[src/rtl/issue_ctrl_if.sv]
// Bundles the issue_ctrl instruction handshake, register-file/ALU control outputs,
// status outputs and the retire-counter preload/state debug signals.
interface issue_ctrl_if;
  // Handshake: an instruction transfers on a rising clk edge where instr_valid && instr_ready;
  // the source holds instr stable while instr_valid is high and the transfer has not happened.
  logic        instr_valid;
  logic [31:0] instr;
  logic        instr_ready;
  logic        zero_flag;
  logic [4:0]  mem_read_addr_1;
  logic [4:0]  mem_read_addr_2;
  logic [4:0]  mem_write_addr;
  logic [3:0]  alu_ctrl;
  logic        r_or_w;
  logic        done;
  logic        illegal;
  logic        zero_latched;
  logic [15:0] retire_count;
  logic        dbg_cnt_load;
  logic [15:0] dbg_cnt_val;
  logic [2:0]  dbg_state;

  modport slave (
    input  instr_valid, instr, zero_flag, dbg_cnt_load, dbg_cnt_val,
    output instr_ready, mem_read_addr_1, mem_read_addr_2, mem_write_addr, alu_ctrl,
           r_or_w, done, illegal, zero_latched, retire_count, dbg_state
  );

  modport master (
    output instr_valid, instr, zero_flag, dbg_cnt_load, dbg_cnt_val,
    input  instr_ready, mem_read_addr_1, mem_read_addr_2, mem_write_addr, alu_ctrl,
           r_or_w, done, illegal, zero_latched, retire_count, dbg_state
  );
endinterface

[src/rtl/issue_ctrl.sv]
// RV32 R-type issue controller: IDLE -> DECODE -> EXEC -> WB, illegal words go to ILL.
// Optional macro ISSUE_BACK_TO_BACK_EN lets WB accept the next instruction directly.
module issue_ctrl (
  input logic         clk,
  input logic         reset,
  issue_ctrl_if.slave bus
);

  typedef enum logic [2:0] {
    S_IDLE   = 3'd0,
    S_DECODE = 3'd1,
    S_EXEC   = 3'd2,
    S_WB     = 3'd3,
    S_ILL    = 3'd4
  } state_e;

  localparam logic [6:0] OPC_OP = 7'b0110011;

  state_e      state_q, state_d;
  logic [4:0]  rs1_q, rs2_q, rd_q;
  logic [3:0]  alu_q;
  logic        zero_latched_q;
  logic [15:0] retire_count_q;

  logic        accept;
  logic        in_legal;
  logic [4:0]  in_dec;

  // Returns {legal, alu_ctrl} for a funct7/funct3 pair.
  function automatic logic [4:0] alu_decode(input logic [6:0] f7, input logic [2:0] f3);
    logic [4:0] r;
    r = 5'b0_0000;
    case ({f7, f3})
      {7'h00, 3'b000}: r = 5'b1_0010;
      {7'h20, 3'b000}: r = 5'b1_0110;
      {7'h00, 3'b111}: r = 5'b1_0000;
      {7'h00, 3'b110}: r = 5'b1_0001;
      {7'h00, 3'b100}: r = 5'b1_0011;
      {7'h00, 3'b010}: r = 5'b1_0111;
      {7'h00, 3'b001}: r = 5'b1_1000;
      {7'h00, 3'b101}: r = 5'b1_1001;
      {7'h20, 3'b101}: r = 5'b1_1010;
      {7'h00, 3'b011}: r = 5'b1_1011;
      default:         r = 5'b0_0000;
    endcase
    return r;
  endfunction

  assign in_dec   = alu_decode(bus.instr[31:25], bus.instr[14:12]);
  assign in_legal = (bus.instr[6:0] == OPC_OP) && in_dec[4];
  assign accept   = bus.instr_valid && bus.instr_ready;

  always_comb begin
    state_d             = state_q;
    bus.instr_ready     = 1'b0;
    bus.mem_read_addr_1 = 5'd0;
    bus.mem_read_addr_2 = 5'd0;
    bus.mem_write_addr  = 5'd0;
    bus.alu_ctrl        = 4'd0;
    bus.r_or_w          = 1'b0;
    bus.done            = 1'b0;
    bus.illegal         = 1'b0;
    case (state_q)
      S_IDLE: begin
        bus.instr_ready = 1'b1;
        if (accept) state_d = in_legal ? S_DECODE : S_ILL;
      end
      S_DECODE, S_EXEC: begin
        bus.mem_read_addr_1 = rs1_q;
        bus.mem_read_addr_2 = rs2_q;
        bus.alu_ctrl        = alu_q;
        state_d             = (state_q == S_DECODE) ? S_EXEC : S_WB;
      end
      S_WB: begin
        bus.mem_read_addr_1 = rs1_q;
        bus.mem_read_addr_2 = rs2_q;
        bus.alu_ctrl        = alu_q;
        bus.mem_write_addr  = rd_q;
        // Writes to x0 are suppressed but still retire.
        bus.r_or_w          = (rd_q != 5'd0);
        bus.done            = 1'b1;
        state_d             = S_IDLE;
`ifdef ISSUE_BACK_TO_BACK_EN
        bus.instr_ready     = 1'b1;
        if (accept) state_d = in_legal ? S_DECODE : S_ILL;
`endif
      end
      S_ILL: begin
        bus.illegal = 1'b1;
        state_d     = S_IDLE;
      end
      default: state_d = S_IDLE;
    endcase
  end

  always_ff @(posedge clk) begin
    if (reset) begin
      state_q        <= S_IDLE;
      rs1_q          <= 5'd0;
      rs2_q          <= 5'd0;
      rd_q           <= 5'd0;
      alu_q          <= 4'd0;
      zero_latched_q <= 1'b0;
      retire_count_q <= 16'd0;
    end else begin
      state_q <= state_d;
      if (accept) begin
        rs1_q <= bus.instr[19:15];
        rs2_q <= bus.instr[24:20];
        rd_q  <= bus.instr[11:7];
        alu_q <= in_dec[3:0];
      end
      if (state_q == S_EXEC) zero_latched_q <= bus.zero_flag;
      if (bus.dbg_cnt_load)       retire_count_q <= bus.dbg_cnt_val;
      else if (state_q == S_WB)   retire_count_q <= retire_count_q + 16'd1;
    end
  end

  assign bus.zero_latched = zero_latched_q;
  assign bus.retire_count = retire_count_q;
  assign bus.dbg_state    = state_q;

endmodule
[src/flat_wrapper.sv]
// flat-port wrapper written by rule: the top's interface ports become plain ports
module issue_ctrl_flat 
  (clk, reset, bus_instr_valid, bus_instr, bus_zero_flag, bus_dbg_cnt_load, bus_dbg_cnt_val, bus_instr_ready, bus_mem_read_addr_1, bus_mem_read_addr_2, bus_mem_write_addr, bus_alu_ctrl, bus_r_or_w, bus_done, bus_illegal, bus_zero_latched, bus_retire_count, bus_dbg_state);
  issue_ctrl_if bus_i ();
  input logic clk;
  input logic reset;
  input wire logic [$bits(bus_i.instr_valid)-1:0] bus_instr_valid;
  input wire logic [$bits(bus_i.instr)-1:0] bus_instr;
  input wire logic [$bits(bus_i.zero_flag)-1:0] bus_zero_flag;
  input wire logic [$bits(bus_i.dbg_cnt_load)-1:0] bus_dbg_cnt_load;
  input wire logic [$bits(bus_i.dbg_cnt_val)-1:0] bus_dbg_cnt_val;
  output wire logic [$bits(bus_i.instr_ready)-1:0] bus_instr_ready;
  output wire logic [$bits(bus_i.mem_read_addr_1)-1:0] bus_mem_read_addr_1;
  output wire logic [$bits(bus_i.mem_read_addr_2)-1:0] bus_mem_read_addr_2;
  output wire logic [$bits(bus_i.mem_write_addr)-1:0] bus_mem_write_addr;
  output wire logic [$bits(bus_i.alu_ctrl)-1:0] bus_alu_ctrl;
  output wire logic [$bits(bus_i.r_or_w)-1:0] bus_r_or_w;
  output wire logic [$bits(bus_i.done)-1:0] bus_done;
  output wire logic [$bits(bus_i.illegal)-1:0] bus_illegal;
  output wire logic [$bits(bus_i.zero_latched)-1:0] bus_zero_latched;
  output wire logic [$bits(bus_i.retire_count)-1:0] bus_retire_count;
  output wire logic [$bits(bus_i.dbg_state)-1:0] bus_dbg_state;
  assign bus_i.instr_valid = bus_instr_valid;
  assign bus_i.instr = bus_instr;
  assign bus_i.zero_flag = bus_zero_flag;
  assign bus_i.dbg_cnt_load = bus_dbg_cnt_load;
  assign bus_i.dbg_cnt_val = bus_dbg_cnt_val;
  assign bus_instr_ready = bus_i.instr_ready;
  assign bus_mem_read_addr_1 = bus_i.mem_read_addr_1;
  assign bus_mem_read_addr_2 = bus_i.mem_read_addr_2;
  assign bus_mem_write_addr = bus_i.mem_write_addr;
  assign bus_alu_ctrl = bus_i.alu_ctrl;
  assign bus_r_or_w = bus_i.r_or_w;
  assign bus_done = bus_i.done;
  assign bus_illegal = bus_i.illegal;
  assign bus_zero_latched = bus_i.zero_latched;
  assign bus_retire_count = bus_i.retire_count;
  assign bus_dbg_state = bus_i.dbg_state;
  issue_ctrl u_core (.clk(clk), .reset(reset), .bus(bus_i));
endmodule
[config.mk]
export PLATFORM = sky130hd
export DESIGN_NAME = issue_ctrl_flat
export DESIGN_NICKNAME = d
export VERILOG_FILES = /design/src/rtl/issue_ctrl_if.sv /design/src/rtl/issue_ctrl.sv /design/src/flat_wrapper.sv
export SDC_FILE = /design/constraint.sdc
export NUM_CORES = 1
export LEC_CHECK = 0
export ABC_AREA = 0
export CAP_MARGIN = 25
export CORE_ASPECT_RATIO = 1.2
export CORE_MARGIN = 5
export CORE_UTILIZATION = 43
export DETAILED_ROUTE_END_ITERATION = 12
export PLACE_DENSITY = 0.85
export SETUP_SLACK_MARGIN = 0.5
export SYNTH_ARGS = -nofsm -noshare
export SYNTH_HDL_FRONTEND = slang
export SYNTH_SLANG_ARGS = --single-unit
[constraint.sdc]
create_clock -name clk -period 4.2 [get_ports clk]
set_input_delay 1.26 -clock clk [delete_from_list [all_inputs] [get_ports clk]]
set_output_delay 1.26 -clock clk [all_outputs]
set_load 0.02 [all_outputs]
==> results.yml <==
outcome:
  outcome: "completed"
grt:
  antenna_found_initial: 0
  grt-ovfl-total: 0
  grtUsageTotal_pct: 17.61
  grt_pass1_wl_um: 8659
  grt_max_degree: 31
  grt_pass1_vias: 1919
setup_path:
  start_kind: "register"
  rr_startpoint: "u_core.bus.dbg_state[1]"
  crit_required_ns: 2.94
  rrSetupSlack_ns: 2.03
  r2r_cells: 4
  worstReg2RegEnd: "u_core.bus.retire_count[11]"
  slowest_delay_ns: 0.61
  crit_path_cell_trace: "nor2_1 -> nor2_2 -> and2_1 -> clkdlybuf4s50_1"
  critPathCaptureType: "output port"
  cp_slowest_cell: "clkdlybuf4s50_1"
  worstSetupPathType: "reg2out"
  worst-path-max-fanout: 14
  critPathArrivalTime_ns: 2.10
pwr:
  power.switching_mw: 0.2125
  comb_power_share_pct: 17.4
  swShare_pct: 24.12
  total_power_mw: 0.8811
  peakVddDrop_v: 0.0001814
  p_int_mw: 0.6685
  power_density_nw_per_um2: 289.9
  power.share.clock_pct: 36.3
  p_leak_nw: 1.102
  p_seq_share_pct: 46.3
clock_tree:
  post-cts-setup-buffers: 0
  cts_buffer_depth: 2
  cts.repair.resized: 0
  cts.sinks: 39
  cts_root_buffer: "clkbuf_8"
  hold_buffers: 0
  cts_inserted_buffers: 5
  cts_tree: "built"
  path_clk_slew_ns: 0.07
  h-tree-depth: 2
  clk_latency_ns: 0.29
min_path:
  hold_path_class: "reg2reg"
  min_to: "u_core.alu_q[3]"
  min_path_cells: 2
  hold_start: "u_core.alu_q[3]"
floorplanning:
  die_area_sq_um: 6006
  core_area_sq_um: 4493
  io-pin-count: 96
  die_y_um: 83.90
  die_w_um: 71.58
  start_util_pct: 43.55
  rows: 27
synth:
  synthCells: 250
  netlist_area_sq_um: 1957
  synth_cell_types: 40
  ys_ff_latch: 39
  syn_nets: 304
  synth.avg_cell_area_sq_um: 7.828
  ys_seq_area_share_pct: 39.90
  ys_warn_count: 0
routing:
  vias_per_cell: 5.164
  drc_errors: 0
  wl_per_cell_um: 13.52
  vias: 2045
  drtAntennaViolNets: 0
  wirelength_um: 5355
  firstDrtPassIters: 4
  drt-initial-drc-count: 108
sta:
  tns_ns: 0
  maxSlewViolCount: 0
  period_minus_slack_ns: 3.364
  hold_violations: 0
  min_period_over_period_pct: 80.09
  rsz0062_at_grt: "no"
  worst_pin_slew_ns: 0.8405
  setup_viol: 0
  max_slew_margin_pct: 43.45
  skew_ns: 0.008648
  timing.fmax_ghz: 0.2973
  fin_ws_ns: 0.8361
placed_design:
  dp_hpwl_um: 4001
  gp_congestion: 0.7559
  port_buffers: 95
  place_ws_ns: 0.9892
flow_run:
  maxCapViolations: 0
layout:
  syn2layout_area_growth_pct: 55.31
  drive_gt1_share_pct: 3.846
  n_antenna_cell: 0
  finalNetCount: 391
[worst max-delay path: cells and delay by family (launching register included)]
family / cells / cell delay (ns)
buffers and inverters: 1 / 0.61
flip-flops: 1 / 0.55
AND/OR/NAND/NOR: 3 / 0.65
[Yosys cell counts (all sizes together)]
library cell  count  share of area (%)
inv               7                1.3
nand2            46                8.8
o31ai             3                1.2
and4              1               0.45
mux2i             1               0.51
xor2              3                1.3
or4               5                1.9
or3               1               0.32
nand4             4                1.6
a211oi            7                2.7
clkbuf           12                2.3
clkinv            1               0.19
xnor2             8                3.6
dfxtp            39                 40
o21bai            1               0.38
buf               4                1.2
nor3              8                2.0
nor4              3               0.96
o32ai             1               0.45
a21boi            1               0.38
nor2             18                3.5
nand3b            1                1.0
nand3             8                2.0
and3b             1               0.45
o21ai             3               0.77
a31oi             2               0.64
a21o              2               0.77
ha                1               0.64
nand4b            2               0.90
a311oi            7                3.1
o41ai             1               0.45
and2             22                7.1
a41oi             1               0.45
a21oi            23                5.9
nor4b             1               0.45
nand2b            1               0.32
[power by group through the flow]
stage,Combinational [mW],Sequential (mW),Clock (mW)
after detailed placement,0.153,0.416,0
after CTS,0.154,0.408,0.331
after global routing,0.166,0.411,0.350
final,0.153,0.408,0.320
after global placement,0.151,0.416,0
after floorplan,0.0564,0.426,0
[logic make-up after synthesis]
| family | after synthesis | synth area share (%) |
|---|---|---|
| adders and majority gates | 1 | 0.6393 |
| AOI/OAI and AO/OA | 52 | 17.14 |
| buffers and inverters | 24 | 5.050 |
| DFF | 39 | 39.90 |
| xor gates and xnor gates | 11 | 4.924 |
| muxes | 1 | 0.5115 |
| and+or+nand+nor | 122 | 31.84 |
[area by class of cell]
class / count / area, sq um
Clock inverter: 2 / 35.03
Fill cell: 374 / 1454
Sequential cell: 39 / 780.7
Tap cell: 58 / 72.57
Inverter: 8 / 30.03
Timing Repair Buffer: 96 / 958.4
Clock buffer: 6 / 82.58
Multi-Input combinational cell: 187 / 1080
[how the worst max path moves through the flow]
stage / endpoint / startpoint / depth (start not counted)
6_report: bus_alu_ctrl[1] / u_core.bus.dbg_state[1] / 4
5_1_grt: bus_alu_ctrl[1] / u_core.bus.dbg_state[1] / 4
4_1_cts: bus_alu_ctrl[1] / u_core.bus.dbg_state[1] / 4
3_5_place_dp: bus_alu_ctrl[1] / u_core.bus.dbg_state[1] / 4
3_3_place_gp: bus_alu_ctrl[3] / u_core.bus.dbg_state[1] / 4
2_1_floorplan: bus_mem_write_addr[0] / u_core.bus.dbg_state[2] / 3
[registers in the layout (all words and copies together), names as in the netlist]
register	flops
u_core.rs1_q	5
u_core.bus.retire_count	16
u_core.alu_q	4
u_core.rs2_q	5
u_core.rd_q	5
u_core.bus.dbg_state	3
u_core.bus.zero_latched	1
[layout by cell type (no fill, tap or decap), drive strengths merged, types with 4 or more instances in the layout]
cell type	n
clkbuf	6
inv	7
a211oi	7
nor3	8
xnor2	8
or4	5
nand3	8
clkdlybuf4s50	95
a311oi	7
a21oi	23
dfxtp	39
nand2	46
nand4	4
nor2	18
and2	22
[metrics by stage]
step           hold WS, ns  instance area, sq um  util, %  cells
2_1_floorplan       0.4273                  1957        -    250
3_3_place_gp        0.4363                  2919    64.97    388
3_5_place_dp        0.4419                  2919    64.97    388
4_1_cts             0.4522                  3037    67.59    396
5_1_grt             0.4814                  3039    67.64    396
6_report            0.4501                  3039    67.64    396
[metal layers]
| layer | global-route usage (%) | up-vias | part of all wire [%] |
|---|---|---|---|
| met3 | 6.988 | 7 | 8.7 |
| met4 | 4.615 | 0 | 1.1 |
| li1 | - | 1046 | - |
| met5 | 0 | - | 0 |
| met2 | 28.93 | 72 | 48 |
| met1 | 21.12 | 920 | 42 |
Note: power is estimated with default switching activity, not from simulation.
